$ cat config.mk
export PLATFORM = sky130hd
export DESIGN_NAME = write_back_ext
export DESIGN_NICKNAME = d
export VERILOG_FILES = /design/src/rtl/write_back_ext.sv
export SDC_FILE = /design/constraint.sdc
export NUM_CORES = 1
export LEC_CHECK = 0
export BUFFER_PORTS_ARGS = -buffer_cell sky130_fd_sc_hd__buf_2
export CORE_MARGIN = 4
export CORE_UTILIZATION = 58
export CTS_CLUSTER_SIZE = 40
export DETAILED_ROUTE_END_ITERATION = 6
export GPL_ROUTABILITY_DRIVEN = 0
export PLACE_DENSITY = 0.91
export REMOVE_ABC_BUFFERS = 1
export SETUP_SLACK_MARGIN = 0.4
export SYNTH_ARGS = -nofsm -noshare
export SYNTH_HDL_FRONTEND = slang
export SYNTH_SLANG_ARGS = --single-unit
$ cat constraint.sdc
create_clock -name clk -period 5.15 [get_ports clk]
set_clock_uncertainty 0.05 [all_clocks]
set_input_delay 0.515 -clock clk [delete_from_list [all_inputs] [get_ports clk]]
set_output_delay 0.515 -clock clk [all_outputs]
set_load 0.005 [all_outputs]
$ cat src/rtl/write_back_ext.sv
// Write-back stage: registers the incoming result sources and presents one register-file
// write per cycle, splitting a double-precision FPU result into two consecutive beats.
module write_back_ext #(
   parameter int DATA_W   = 32,
   parameter int ADDR_W   = 6,
   parameter int ZERO_REG = 1
) (
   input  logic                          clk,
   input  logic                          reset,
   input  logic                          stall,
   input  logic [DATA_W-1:0]             NextALUOut,
   input  logic [DATA_W-1:0]             NextMEMDout,
   input  logic [DATA_W-1:0]             NextFPUOutHi,
   input  logic [DATA_W-1:0]             NextFPUOutLo,
   input  logic [DATA_W-1:0]             NextPCPlusFour,
   input  logic [15:0]                   NextImmediate,
   input  logic [2:0]                    NextDInSrc,
   input  logic [2:0]                    NextLoadType,
   input  logic [$clog2(DATA_W/8)-1:0]   NextByteOff,
   input  logic                          NextRegWE,
   input  logic [ADDR_W-1:0]             NextRegWAddr,
   input  logic                          NextDouble,
   output logic                          RegWBWE,
   output logic [ADDR_W-1:0]             RegWBAddr,
   output logic [DATA_W-1:0]             RegWBData,
   output logic                          Busy
);

   localparam int OFF_W = $clog2(DATA_W/8);

   typedef struct packed {
      logic [DATA_W-1:0] alu;
      logic [DATA_W-1:0] mem;
      logic [DATA_W-1:0] fpu_hi;
      logic [DATA_W-1:0] fpu_lo;
      logic [DATA_W-1:0] pc4;
      logic [15:0]       imm;
      logic [2:0]        sel;
      logic [2:0]        ltype;
      logic [OFF_W-1:0]  off;
      logic              we;
      logic [ADDR_W-1:0] addr;
      logic              dbl;
   } stage_t;

   typedef enum logic {SINGLE = 1'b0, DBL2 = 1'b1} state_t;

   stage_t            stage_q, stage_d;
   state_t            state_q, state_d;
   logic              dbl_write;
   logic [OFF_W-1:0]  byte_idx;
   logic [OFF_W-1:0]  half_idx;
   logic [7:0]        byte_v;
   logic [15:0]       half_v;
   logic [DATA_W-1:0] load_v;

   always_ff @(posedge clk) begin
      if (!reset) stage_q <= '0;
      else        stage_q <= stage_d;
   end

   always_ff @(posedge clk) begin
      if (!reset) state_q <= SINGLE;
      else        state_q <= state_d;
   end

   always_comb begin
      stage_d = stage_q;
      if (!stall && !Busy) begin
         stage_d.alu    = NextALUOut;
         stage_d.mem    = NextMEMDout;
         stage_d.fpu_hi = NextFPUOutHi;
         stage_d.fpu_lo = NextFPUOutLo;
         stage_d.pc4    = NextPCPlusFour;
         stage_d.imm    = NextImmediate;
         stage_d.sel    = NextDInSrc;
         stage_d.ltype  = NextLoadType;
         stage_d.off    = NextByteOff;
         stage_d.we     = NextRegWE;
         stage_d.addr   = NextRegWAddr;
         stage_d.dbl    = NextDouble;
      end
   end

   always_comb begin
      state_d = state_q;
      if (!stall) begin
         case (state_q)
            SINGLE:  if (Busy) state_d = DBL2;
            DBL2:    state_d = SINGLE;
            default: state_d = SINGLE;
         endcase
      end
   end

   // Offset 0 names the most significant byte, so the byte index counted from the LSB is ~off.
   always_comb begin
      dbl_write = stage_q.we && stage_q.dbl && (stage_q.sel == 3'd2);
      Busy      = (state_q == SINGLE) && dbl_write;

      byte_idx  = ~stage_q.off;
      half_idx  = {~stage_q.off[OFF_W-1:1], 1'b0};
      byte_v    = 8'(stage_q.mem >> {byte_idx, 3'b000});
      half_v    = 16'(stage_q.mem >> {half_idx, 3'b000});

      case (stage_q.ltype)
         3'd1:    load_v = {{(DATA_W-8){byte_v[7]}}, byte_v};
         3'd2:    load_v = {{(DATA_W-8){1'b0}}, byte_v};
         3'd3:    load_v = {{(DATA_W-16){half_v[15]}}, half_v};
         3'd4:    load_v = {{(DATA_W-16){1'b0}}, half_v};
         default: load_v = stage_q.mem;
      endcase

      RegWBAddr = stage_q.addr;
      if (dbl_write) RegWBAddr[0] = (state_q == DBL2);

      case (stage_q.sel)
         3'd0:    RegWBData = stage_q.pc4;
         3'd1:    RegWBData = stage_q.alu;
         3'd2:    RegWBData = (state_q == DBL2) ? stage_q.fpu_lo : stage_q.fpu_hi;
         3'd3:    RegWBData = load_v;
         3'd4:    RegWBData = {stage_q.imm, {(DATA_W-16){1'b0}}};
         default: RegWBData = '0;
      endcase

      RegWBWE = stage_q.we && (stage_q.sel <= 3'd4);
      if ((ZERO_REG != 0) && (RegWBAddr == '0)) RegWBWE = 1'b0;
   end

endmodule

==> results of run 1 <==
==> final timing paths <==
| kind | start | end | slack, ns |
|---|---|---|---|
| setup / recovery | stage_q[9] | RegWBData[27] | 1.58 |
| hold / removal | NextFPUOutLo[22] | stage_q[86] | 0.26 |
| setup reg to reg | stage_q[14] | stage_q[190] | 2.08 |
| hold reg to reg | stage_q[111] | stage_q[111] | 0.40 |
==> cell type report <==
type / instances / area (sq um) / share of cell area [%]
Clock buffer: 19 / 453 / 4.06
Sequential cell: 193 / 3870 / 34.7
Antenna cell: 2 / 5.00 / 0.0449
Multi-Input combinational cell: 903 / 5090 / 45.7
Tap cell: 216 / 270 / 2.42
Inverter: 5 / 18.8 / 0.168
Timing Repair Buffer: 246 / 1260 / 11.3
Clock inverter: 13 / 173 / 1.55
==> synthesized netlist by cell type, drive strengths merged, types with 15 or more instances <==
cell type / count / area share, %
dfxtp: 193 / 41
nor2: 56 / 2.2
a21boi: 192 / 15
o21ai: 27 / 1.4
o22ai: 15 / 0.99
a21oi: 51 / 2.7
nand2: 413 / 16
clkbuf: 70 / 2.8
mux2i: 34 / 3.6
a211oi: 23 / 1.8
buf: 38 / 2.3
==> through the flow <==
step / hold slack, ns / cells / util (%)
global placement: 0.390 / 1563 / 66.0
CTS: 0.247 / 1595 / 69.9
finish: 0.260 / 1597 / 69.9
global route: 0.255 / 1597 / 69.9
detailed placement: 0.396 / 1563 / 66.0
floorplan: 0.384 / 1101 / -
==> kinds of logic (layout without fill, tap and decap cells) <==
logic type,count (synthesis),count (layout)
multiplexers,48,48
other,0,2
XOR/XNOR,3,3
flip-flops,193,193
AO/OA/AOI/OAI,358,358
AND/OR/NAND/NOR,494,494
buffers and inverters,113,283
==> metal layers <==
layer / track usage (%) / part of all wire, % / vias up
li1: - / - / 4412
met1: 34.9 / 43 / 4094
met5: 0 / 0.027 / -
met3: 6.17 / 6.9 / 56
met2: 44.7 / 48 / 328
met4: 10.4 / 2.8 / 2
==> registers in the layout, summed over array words and instances (netlist names) <==
register	cells
state_q	1
RegWBAddr	5
stage_q	187
==> tightest hold or removal path, cell delays in order <==
cell and delay, ns:
buf_2 0.09, nand2_1 0.04, a21boi_1 0.04
==> power groups by stage <==
stage	clock, mW	combinational, mW	sequential, mW
floorplan	0	0.278	1.66
global placement	0	0.470	1.67
detailed placement	0	0.480	1.67
CTS	1.42	0.483	1.64
global route	1.48	0.540	1.65
finish	1.40	0.483	1.64
==> out/qor.yml, run 1 <==
grt_pass1_wl_mm: 40.5
ys.flop_type: "dfxtp_1"
endpoint_kind: "output port"
critPathMaxStageDelay_ns: 0.88
port_buffers: 234
clk_pin_slew_ns: 0.07
p_switching_uw: 926
wl_per_cell_microns: 16.0
drc: 1
clk_path_buf_depth: 2
place_area_sq_um: 10500
tightest_slew_ns: 1.08
layout_setup_ws_ns: 1.58
yosysWarnings: 0
power_mw: 3.52
required_ns: 4.59
p_leak_nw: 4.56
synth.cell_area_sq_um: 9440
routed_via_density: 5.57
cts.sink_count: 193
ys_async_sr_fraction_pct: 0
period_share_pct: 69.2
pwr-share-comb_pct: 13.7
synth-seq-cells: 193
status: "finished, violations left"
drive_gt1_share_pct: 22.0
dieArea_sq_um: 18400
grt_usage_pct: 27.2
avgSynthCellArea_sq_um: 7.81
rows: 46
rsz0062_at_grt: "false"
synth_cell_type_count: 51
synth_mux_area_share_pct: 6.11
p_per_area_nw_per_um2: 316
drv_slew: 0
max_freq_ghz: 0.280
cts_root_buffer: "clkbuf_16"
vias: 8892
p_seq_share_pct: 46.6
setup_viol: 0
final_cell_mix: "nand2_1 (413), buf_2 (233), dfxtp_1 (189), a21boi_1 (110), a21boi_0 (82)"
start_kind: "flop"
crit_path_cell_trace: "mux4_2 -> a2bb2oi_1 -> o21a_1 -> a221o_1 -> buf_2"
violations: "DRC"
clk_latency_ns: 0.43
period_needed_ns: 3.57
layout_commonest_cell: "nand2_1"
slowest_stage: "dfxtp_1"
fill_cells: 1323
cts_hold_buf: 0
grt_start_max_net_pins: 110
synth_xor_area_share_pct: 0.278
nets: 1561
critPathBufInv: 1
hold_path_class: "in -> reg"
synth_seq_area_share_pct: 40.9
path_depth: 5
syn_inst: 1209
critPathTopFamily: "compound AO/OA/AOI/OAI gates"
setup_tns_ns: 0
start_util_pct: 59.2
grt_pass1_vias: 8342
p_int_mw: 2.60
clockPowerShare_pct: 39.7
firstDrtPassIters: 7
synth_fa_ha_area_share_pct: 0
fin_area_sq_um: 11100
holdPathStages: 3
drt_wl_total_mm: 25.5
grt.overflow.total: 0
synth_edf_count: 0
maxCapViolations: 0
vdd_drop_max_mv: 0.269
synthToLayoutAreaGrowth_pct: 18.1
die_h_microns: 136
die_x_microns: 136
synth_top_family_by_area: "compound AO/OA/AOI/OAI gates"
arrival_ns: 3.00
antenna_found_initial: 3
post-place-ws_ns: 2.05
cts_tree: "yes"
ant_nets: 0
numCtsBuffers: 17
maxSlewHeadroom_pct: 27.8
synth-compound-area-share_pct: 26.9
postCtsSetupRepairBufs: 0
worst-r2r-cell-count: 6
netSwitchingFraction_pct: 26.3
core_sq_um: 15900
critPathMaxFanout: 21
initialDrtViolationCount: 473
critPathKind: "reg -> out"
io-pin-count: 235
dp_hpwl_mm: 17.4
synthSimpleGateAreaFrac_pct: 20.5
hold_violations: 0
cts-resized-gates: 0
htreeDepth: 4
No activity file was read; power rests on OpenSTA's default activity.
==> run 2: changes to the inputs <==
Settings changed: ABC_AREA set to 1, CORE_UTILIZATION 58 to 48, PLACE_DENSITY 0.91 to 0.81.
Clock period 5.15 ns to 3.1 ns, I/O delays scaled along.
==> out/qor.yml, run 2 <==
synth.top_cells.by_count: "nor2_1 (432), dfxtp_1 (193), o21ai_0 (192)"
rr_endpoint: "stage_q[159]"
holdPathStages: 3
synth_cell_type_count: 24
yosys.area.top_type_share_pct: 42.5
cts_tree: "yes"
synth_edf_count: 0
largest_reg_flops: 187
min_from: "NextRegWAddr[3]"
start_util_pct: 48.7
required_ns: 2.74
synthToLayoutAreaGrowth_pct: 19.8
rrSetupSlack_ns: 0.72
numCtsBuffers: 17
die_h_microns: 146
start_kind: "flop"
synth-seq-cells: 193
cts_hold_buf: 0
core_sq_um: 18600
rows: 50
period_needed_ns: 2.53
wl_per_cell_microns: 15.2
initialDrtViolationCount: 584
grt_pass1_wl_mm: 43.5
period_share_pct: 81.5
max_freq_ghz: 0.396
port_buffers: 234
p_per_area_nw_per_um2: 544
routed_via_density: 5.15
vias: 9371
tightest_slew_ns: 0.645
syn_inst: 1391
clk_path_buf_depth: 2
yosysTopAreaCell: "dfxtp_1"
dieArea_sq_um: 21200
hold_end: "RegWBAddr[3]"
grt_pass1_vias: 8868
regMostFlops: "stage_q"
yosys-top-cells-area: "dfxtp_1 (43%), nor2_1 (18%), o21ai_0 (11%), nand2_1 (7.2%), inv_1 (4.2%)"
avgSynthCellArea_sq_um: 6.53
critPathKind: "reg -> out"
firstDrtPassIters: 6
antenna_found_initial: 5
synth.cell_area_sq_um: 9080
timing.rr.start: "stage_q[15]"
hold_violations: 0
io-pin-count: 235
ant_nets: 0
critPathMaxFanout: 33
drt_wl_total_mm: 27.7
layout_commonest_cell: "nor2_1"
yosysWarnings: 0
synth_seq_area_share_pct: 42.5
synth_most_common_cell: "nor2_1"
hold_path_class: "in -> reg"
drive_gt1_share_pct: 19.7
maxSlewHeadroom_pct: 57.0
cts.sink_count: 193
fin_area_sq_um: 10900
dp_hpwl_mm: 18.5
maxCapViolations: 0
ys_async_sr_fraction_pct: 0
final_cell_mix: "nor2_1 (431), buf_2 (233), o21ai_0 (192), dfxtp_1 (190), nand2_1 (173)"
drc: 0
worst-r2r-cell-count: 10
grt.overflow.total: 0
grt_start_max_net_pins: 128
htreeDepth: 4
clk_pin_slew_ns: 0.08
p_leak_nw: 5.06
rsz0062_at_grt: "false"
endpoint_kind: "output port"
vdd_drop_max_mv: 0.348
status: "completed"
grt_usage_pct: 25.0
ys.flop_type: "dfxtp_1"
place_area_sq_um: 10200
setup_tns_ns: 0
nets: 1767
clk_latency_ns: 0.43
cts_root_buffer: "clkbuf_16"
arrival_ns: 2.17
drv_slew: 0
setup_viol: 0
die_x_microns: 146
fill_cells: 1796
==> run 2: how the worst max path moves through the flow <==
stage,startpoint,end,slack (ns)
6_report,stage_q[15],RegWBData[22],0.57
5_1_grt,stage_q[13],RegWBData[24],0.43
4_1_cts,stage_q[15],RegWBData[16],0.44
3_5_place_dp,stage_q[15],RegWBData[16],0.62
3_3_place_gp,stage_q[15],RegWBData[27],0.74
2_1_floorplan,state_q,RegWBAddr[1],-1.16
==> run 2: layer usage <==
layer	vias to the layer above	part of all wire, %	global-route usage [%]
li1	4759	-	-
met1	4166	44	33.2
met2	373	46	40.1
met3	67	7.7	5.70
met4	6	2.8	9.12
met5	-	0.19	0
==> run 2: area by class of cell <==
class	instances	area, sq um	area share [%]
diodes	2	5.00	0.0460
clock buffers	17	425	3.91
clock inverters	15	168	1.54
inverters	106	407	3.74
multi-input cells	995	4310	39.6
flip-flops and latches	193	3870	35.6
well taps	234	293	2.69
repair buffers	259	1410	12.9
==> run 2: repair_timing <==
item                                    CTS  global route
buffers inserted                          0             7
cloned                                    0             1
endpoints found under the setup margin   32            31
pin swaps                                 0             2
hold endpoints to repair                  0             0
gates resized for setup                   2             7
==> run 2: stage by stage <==
stage | power, mW | hold slack (ns) | worst slack, ns | instances | utilization [%]
after floorplan | 3.31 | 0.381 | -1.16 | 1293 | -
after global placement | 3.74 | 0.411 | 0.744 | 1779 | 54.5
final | 5.92 | 0.0599 | 0.574 | 1821 | 58.3
after CTS | 5.93 | 0.0462 | 0.437 | 1811 | 57.8
after detailed placement | 3.76 | 0.420 | 0.616 | 1779 | 54.5
after global routing | 6.20 | 0.0520 | 0.434 | 1821 | 58.3
==> run 2: report_power, final <==
part           total, mW  switching [mW]  internal, mW
combinational      0.980           0.612         0.368
sequential          2.76           0.104          2.65
clock               2.18            1.09          1.09
==> run 2: kinds of logic after synthesis <==
logic type      share of synthesized area (%)
buf+inv                                  10.6
compound gates                           16.2
flops                                    42.5
simple gates                             30.6
==> run 2: critical path, stage by stage (launching register included) <==
cell,delay (ns)
dfxtp_1,0.38
buf_4,0.25
nor2_1,0.08
nand2_2,0.09
buf_6,0.31
a21oi_1,0.09
nor3_1,0.30
nand2_1,0.08
buf_2,0.13
==> run 3: changes to the inputs <==
Settings changed: CORE_UTILIZATION 48 to 53, PLACE_DENSITY 0.81 to 0.85.
Clock period 3.1 ns to 2.55 ns, I/O delays scaled along.
==> out/qor.yml, run 3 (synthesized netlist as in run 2, its figures left out) <==
setup_tns_ns: 0
setup_viol: 0
hold_violations: 0
hold_ws_ns: 0.0114
period_share_pct: 85.5
grt.overflow.total: 0
critical_path.startpoint: "stage_q[11]"
max_freq_ghz: 0.459
cts.sink_count: 193
drive_gt1_share_pct: 23.8
p_leak_nw: 5.40
clk_pin_slew_ns: 0.07
crit_top_cell: "nand2_1"
nets: 1798
critPathKind: "reg -> out"
hold_path_class: "in -> reg"
grt_pass1_wl_mm: 40.3
core_sq_um: 16700
dieArea_sq_um: 19300
maxSlewHeadroom_pct: 61.0
rrSetupSlack_ns: 0.55
vdd_drop_max_mv: 0.563
rr_endpoint: "stage_q[180]"
die_x_microns: 139
numCtsBuffers: 17
vias: 9590
critPathMaxStageDelay_ns: 0.41
port_buffers: 234
power_mw: 7.44
regMostFlops: "stage_q"
cts_root_buffer: "clkbuf_16"
clk_latency_ns: 0.43
slowest_stage: "dfxtp_4"
critPathTopFamily: "simple AND/OR/NAND/NOR gates"
clk_path_buf_depth: 2
start_util_pct: 54.4
firstDrtPassIters: 6
dp_hpwl_mm: 16.8
critPathBufInv: 3
ant_nets: 0
final_cells: 1837
crit_path_cell_trace: "inv_2 -> nand3_4 -> nand2_4 -> nor2_4 -> buf_6 -> a21oi_1 -> nand2_1 -> nand2_1 -> buf_2"
rsz0062_at_grt: "true"
period_needed_ns: 2.18
grt_start_max_net_pins: 193
required_ns: 2.25
drv_slew: 0
rows: 47
timing.rr.start: "stage_q[15]"
start_kind: "flop"
fin_area_sq_um: 11600
worst-r2r-cell-count: 10
grt_usage_pct: 25.4
die_h_microns: 139
status: "completed"
cts_tree: "yes"
layout_commonest_cell: "nor2_1"
synthToLayoutAreaGrowth_pct: 27.8
place_area_sq_um: 10200
holdPathStages: 3
hold_end: "RegWBAddr[2]"
tightest_slew_ns: 0.584
grt_pass1_vias: 8267
dp_cells: 1766
p_per_area_nw_per_um2: 641
fin_util_pct: 69.5
initialDrtViolationCount: 660
post-place-ws_ns: 0.449
final_cell_mix: "nor2_1 (425), buf_2 (232), dfxtp_1 (185), o21ai_0 (180), nand2_1 (163)"
endpoint_kind: "output port"
io-pin-count: 235
layout_setup_ws_ns: 0.370
min_from: "NextRegWAddr[2]"
maxCapViolations: 0
htreeDepth: 4
largest_reg_flops: 187
arrival_ns: 1.88
drt_wl_total_mm: 28.1
drc: 0
antenna_found_initial: 3
wl_per_cell_microns: 15.3
routed_via_density: 5.22
critPathMaxFanout: 9
==> run 3: cell types whose count changed in the layout (fill, tap and decap cells not counted), sizes merged <==
cell | before | now
buf | 259 | 277
clkbuf | 17 | 28
dlygate4sd3 | 0 | 6
inv | 113 | 108
bufinv | 0 | 2
clkinv | 6 | 5
diode | 2 | 1
==> run 3: tightest hold or removal path, delay by kind of cell <==
kind                   cells  cell delay, ns
AOI/OAI and AO/OA          1            0.05
buffers and inverters      1            0.07
and+or+nand+nor            1            0.07
==> run 3: report_power, final <==
group	internal [mW]	total [mW]	leakage, nW	switching (mW)
logic	0.579	1.37	3.50	0.793
clock network	1.53	2.71	0.290	1.18
registers	3.23	3.36	1.61	0.128
total	5.34	7.44	5.40	2.10
==> run 3: worst max path at each step <==
stage	depth (start not counted)	endpoint
after floorplan	6	RegWBAddr[1]
final	9	RegWBData[0]
after global routing	9	RegWBData[13]
after detailed placement	9	stage_q[174]
after global placement	8	RegWBData[28]
after CTS	8	RegWBData[2]
==> run 3: routing by layer <==
layer / share of wire [%] / vias up / wire length, microns / track usage [%]
met2: 48 / 390 / 13500 / 42.9
met3: 6.9 / 61 / 1950 / 4.41
met5: 0.078 / - / 22 / 0
met1: 42 / 4315 / 11900 / 33.2
li1: - / 4820 / - / -
met4: 2.6 / 4 / 730 / 8.03
==> run 3: layout make-up <==
class	count	area (sq um)
Tap cell	220	275
Clock inverter	11	125
Inverter	106	420
Fill cell	1425	5090
Sequential cell	193	3890
Antenna cell	1	2.50
Clock buffer	21	470
Timing Repair Buffer	290	1900
Multi-Input combinational cell	995	4520
==> run 3: what timing repair did <==
| action | in CTS | in global routing |
|---|---|---|
| hold buffers | 6 | 0 |
| setup buffers | 7 | 14 |
| setup endpoints to repair | 33 | 114 |
| endpoints found under the hold margin | 6 | 0 |
| gates resized for setup | 41 | 79 |
| cloned | 3 | 8 |
| pin swaps | 5 | 21 |
